==> src/rtl/gpio_responder_if.sv <==
// CPU data-bus port of the GPIO block: address/store strobe in, read data and window hit out.
interface gpio_responder_if;
    logic [31:0] addr;
    logic [31:0] wdata;
    logic        we;
    logic [31:0] rdata;
    logic        sel;

    modport master (output addr, wdata, we, input  rdata, sel);
    modport slave  (input  addr, wdata, we, output rdata, sel);
endinterface

==> src/rtl/gpio_responder.sv <==
// Memory-mapped GPIO: OUT/DIR/IEN/STAT/POL registers, 2-flop input sync,
// edge detect into sticky STAT and a level irq.
module gpio_responder #(
    parameter logic [31:0] BASE_ADDR = 32'h0000_1000,
    parameter int          WIDTH     = 32
) (
    input  logic             clk,
    input  logic             reset,
    gpio_responder_if.slave  bus,
    input  logic [WIDTH-1:0] gpio_in,
    output logic [WIDTH-1:0] gpio_out,
    output logic [WIDTH-1:0] gpio_oe,
    output logic             irq
);
    typedef enum logic [2:0] {
        R_OUT = 3'd0, R_DIR = 3'd1, R_IN  = 3'd2, R_SET = 3'd3,
        R_CLR = 3'd4, R_IEN = 3'd5, R_STAT = 3'd6, R_POL = 3'd7
    } reg_off_e;

    logic [WIDTH-1:0] out_r, dir_r, ien_r, stat_r, pol_r;
    logic [WIDTH-1:0] s1, s2, p;
    logic [WIDTH-1:0] wd, ev, w1c;
    logic [1:0]       arm;
    logic             armed, wr;
    reg_off_e         off;
    logic [31:0]      rd;
    logic             unused_addr_lsbs;

    assign unused_addr_lsbs = ^bus.addr[1:0];

    assign bus.sel = (bus.addr[31:5] == BASE_ADDR[31:5]);
    assign off     = reg_off_e'(bus.addr[4:2]);
    assign wr      = bus.we & bus.sel;
    assign wd      = bus.wdata[WIDTH-1:0];
    assign armed   = (arm == 2'd3);

    // Edges are ignored until the sync chain has filled with real pin values.
    assign ev  = armed ? ((pol_r & p & ~s2) | (~pol_r & s2 & ~p)) : '0;
    assign w1c = (wr && off == R_STAT) ? wd : '0;

    always_ff @(posedge clk) begin
        if (!reset) begin
            out_r  <= '0;
            dir_r  <= '0;
            ien_r  <= '0;
            stat_r <= '0;
            pol_r  <= '0;
            s1     <= '0;
            s2     <= '0;
            p      <= '0;
            arm    <= 2'd0;
        end else begin
            s1 <= gpio_in;
            s2 <= s1;
            p  <= s2;
            if (!armed) arm <= arm + 2'd1;
            // New events win over a same-cycle write-one-to-clear.
            stat_r <= (stat_r & ~w1c) | ev;
            if (wr) begin
                case (off)
                    R_OUT:   out_r <= wd;
                    R_DIR:   dir_r <= wd;
                    R_SET:   out_r <= out_r | wd;
                    R_CLR:   out_r <= out_r & ~wd;
                    R_IEN:   ien_r <= wd;
                    R_POL:   pol_r <= wd;
                    default: ;
                endcase
            end
        end
    end

    always_comb begin
        rd = '0;
        case (off)
            R_OUT:   rd[WIDTH-1:0] = out_r;
            R_DIR:   rd[WIDTH-1:0] = dir_r;
            R_IN:    rd[WIDTH-1:0] = s2;
            R_IEN:   rd[WIDTH-1:0] = ien_r;
            R_STAT:  rd[WIDTH-1:0] = stat_r;
            R_POL:   rd[WIDTH-1:0] = pol_r;
            default: rd = '0;
        endcase
    end

    assign bus.rdata = bus.sel ? rd : 32'h0;
    assign gpio_out  = out_r;
    assign gpio_oe   = dir_r;
    assign irq       = |(stat_r & ien_r);
endmodule
==> src/flat_wrapper.sv <==
// flat-port wrapper written by rule: the top's interface ports become plain ports
module gpio_responder_flat 
#(
    parameter logic [31:0] BASE_ADDR = 32'h0000_1000,
    parameter int          WIDTH     = 32
)
  (clk, reset, gpio_in, gpio_out, gpio_oe, irq, bus_addr, bus_wdata, bus_we, bus_rdata, bus_sel);
  gpio_responder_if bus_i ();
  input  logic clk;
  input  logic reset;
  input  logic [WIDTH-1:0] gpio_in;
  output logic [WIDTH-1:0] gpio_out;
  output logic [WIDTH-1:0] gpio_oe;
  output logic irq;
  input wire logic [$bits(bus_i.addr)-1:0] bus_addr;
  input wire logic [$bits(bus_i.wdata)-1:0] bus_wdata;
  input wire logic [$bits(bus_i.we)-1:0] bus_we;
  output wire logic [$bits(bus_i.rdata)-1:0] bus_rdata;
  output wire logic [$bits(bus_i.sel)-1:0] bus_sel;
  assign bus_i.addr = bus_addr;
  assign bus_i.wdata = bus_wdata;
  assign bus_i.we = bus_we;
  assign bus_rdata = bus_i.rdata;
  assign bus_sel = bus_i.sel;
  gpio_responder #(.BASE_ADDR(BASE_ADDR), .WIDTH(WIDTH)) u_core (.clk(clk), .reset(reset), .bus(bus_i), .gpio_in(gpio_in), .gpio_out(gpio_out), .gpio_oe(gpio_oe), .irq(irq));
endmodule
==> config.mk <==
export PLATFORM = sky130hd
export DESIGN_NAME = gpio_responder_flat
export DESIGN_NICKNAME = d
export VERILOG_FILES = /design/src/rtl/gpio_responder_if.sv /design/src/rtl/gpio_responder.sv /design/src/flat_wrapper.sv
export SDC_FILE = /design/constraint.sdc
export NUM_CORES = 1
export LEC_CHECK = 0
export ABC_AREA = 1
export BUFFER_PORTS_ARGS = -buffer_cell sky130_fd_sc_hd__buf_2
export CAP_MARGIN = 20
export CORE_ASPECT_RATIO = 1.75
export CORE_MARGIN = 2
export CORE_UTILIZATION = 30
export DETAILED_ROUTE_END_ITERATION = 7
export MAX_ROUTING_LAYER = met4
export PLACE_DENSITY = 0.6
export SLEW_MARGIN = 20
export SYNTH_ARGS = -nofsm -noshare
export SYNTH_HDL_FRONTEND = slang
export SYNTH_SLANG_ARGS = --single-unit
==> constraint.sdc <==
create_clock -name clk -period 1.2 [get_ports clk]
set_input_delay 0.06 -clock clk [delete_from_list [all_inputs] [get_ports clk]]
set_output_delay 0.06 -clock clk [all_outputs]
set_load 0.01 [all_outputs]
==> metrics.txt <==
Reg2Reg Setup Slack=about 70 ps; Cells after Synth=between 1,500 and 2,000; WS Path Type=reg -> out; max incr delay on CP=340 ps; post-synth cell types=28; drt initial violations=1,091; sequential fraction of the synthesis area=44.7%; Crit Path Max Fanout=2; Nets=2,127; Rows=between 90 and 100; outcome=finished with violations; Hold WC Path Type=in -> reg; Fin Clk Skew=9.36 ps; initial antenna violation count=1; syn_area_per_cell=between 6 and 7 um2; Period minus WS final=1790 ps; initial core utilization=30.2%; WL/cell=about 20 um; Routed WL=50.3 mm; TNS Setup=-15,530 ps; worst setup margin=-586 ps; GRT Overall Usage=23.3%; drt pass-1 iters=5; first-pass GRT wire length=~72 mm; failing checks=negative setup slack; nature of the critical path startpoint=flop; Seq cells post-synth=~260; Final Setup Violations=157; grt ovf=0; worst hold slack=approximately 110 ps; PwrDens=approximately 1100 mW/mm2; worst path arrival time=approximately 1700 ps; vias in the first global route=between 10,000 and 15,000; critical path, cell by cell=nand2_4 -> nand4_1 -> nor3_2 -> nand4_1 -> buf_2; Slew Limit Fails=0; EDFF count, synth=0; hpwl dp=~33 mm; asr flop ratio synth=0%; Clock Latency Late Sink=about 550 ps; WP data required=around 1100 ps; Power, Total=19.2 mW; CP max stage cell=dfxtp_2; CTS Buffer Depth=3; P_leak=7.59 nW; Final Instance Area=0.0179 mm2; syn_nets=1,753; share of cells above drive strength 1=37.5%; Hold Fails Final Rpt=0; cell taking the most area after synthesis=dfxtp_1; most numerous cell in the Yosys netlist=nand2_1; Final GP Congestion=roughly 0.96; Port Buffers=around 190; mapped cell area=0.0116 mm2; share of the synthesized area in the top cell type=44.7%; DIE WIDTH=152 um; DRC errors left=0; IO Count=197; die boundary height=264 um; CTS root buf=clkbuf_16; Worst-path clk slew=70 ps; unrepaired setup endpoints after global routing=true; worst ir drop on vdd=0.942 mV; core box area=about 0.038 mm2; Slew headroom=71.3%; Die Area=0.0402 mm2; Ys Warns=0; Synth top cells by count=nand2_1, dfxtp_1, inv_1, a21oi_1, nand4_1; Crit. End Element=output port; via/cell ratio=5.30; ANT nets after route=0; maximum number of pins on one net before global-route repair=51; Max Cap Viol=0; fmax=approximately 560 MHz; Synth Flop Type=dfxtp_1; routed vias=approximately 13,000; total clock sinks=258; largest cells by area after synthesis=dfxtp_1, nand2_1, a21oi_1; Critical Path Most Common Cell=nand4_1; Worst-Margin Slew=431 ps; number of CTS-inserted buffers=26; H-tree levels=1; CTS tree=built; P&R area growth vs syn=54.5%; DP Area=around 0.014 mm2; Tcrit/Tclk final=149%
[timing repair]
item | CTS | global route
gates cloned | 2 | 11
pin swaps | 95 | 51
setup endpoints to repair | 60 | 217
setup buffers | 35 | 13
endpoints found under the hold margin | 187 | 0
gates resized for setup | 271 | 192
hold buffers | 73 | 0
[per-stage QoR]
step / utilization [%] / std cells / worst slack, ps
after floorplan: - / 1653 / -61.7
after detailed placement: 37.2 / 2364 / -500
after CTS: 44.2 / 2514 / -619
after global routing: 46.7 / 2533 / -586
final: 46.7 / 2533 / -586
after global placement: 37.2 / 2364 / -493
[final timing paths]
| check | depth (start not counted) | start | end |
|---|---|---|---|
| setup reg to reg | 6 | u_core.gpio_out[22] | u_core.gpio_out[22] |
| hold / removal | 4 | bus_we | u_core.stat_r[31] |
| setup / recovery | 5 | u_core.stat_r[13] | irq |
| hold reg to reg | 2 | u_core.s1[11] | u_core.s2[11] |
[registers in the layout, indices dropped and copies added (netlist names)]
register         flops
u_core.gpio_out     32
u_core.s1           32
u_core.gpio_oe      32
u_core.pol_r        32
u_core.p            32
u_core.s2           32
u_core.arm           2
u_core.ien_r        32
u_core.stat_r       32
[layer usage]
| metal | GRT usage [%] | part of all wire (%) | wire (um) |
|---|---|---|---|
| met4 | 19.5 | 9.5 | 4770 |
| met3 | 2.53 | 5.3 | 2650 |
| met5 | - | 0 | 0 |
| met2 | 40.3 | 50 | 25400 |
| met1 | 23.5 | 35 | 17500 |
[cell type report]
cell class	count	area, um2
Antenna cell	1	2.50
Clock buffer	35	746
Clock inverter	13	128
Fill cell	3734	20400
Inverter	176	696
Multi-Input combinational cell	1109	6210
Sequential cell	258	5330
Tap cell	485	607
Timing Repair Buffer	456	4140
[placed cells by master (no fill, tap or decap), types with 48 or more instances in the layout]
cell type / instances
buf_6: 64
dlygate4sd3_1: 73
nand4_1: 116
dfxtp_1: 138
inv_1: 153
a21oi_1: 115
nand2_1: 472
nand3_1: 67
a21oi_2: 50
buf_4: 108
dfxtp_2: 115
o21ai_0: 66
a22oi_2: 48
buf_2: 160
[logic make-up after synthesis]
kind of cell             count (synthesis)  synth area share [%]
buffers and inverters                  286                  9.64
AND/OR/NAND/NOR                        792                  30.2
XOR/XNOR                                 1                0.0757
adder cells (fa/ha/maj)                  1                 0.108
AO/OA/AOI/OAI                          315                  15.4
flip-flops                             258                  44.7
[critical path: cells and delay by family, from the launching register on]
family / cells / cell delay [ps]
simple gates: 4 / 640
buf+inv: 1 / 190
flops: 1 / 340
[report_power, final]
part           internal (mW)  total, mW  switching [mW]
registers               8.73       8.86           0.126
clock network           4.81       8.46            3.66
logic                  0.789       1.91            1.12
Power figures use the tool's default switching activity.
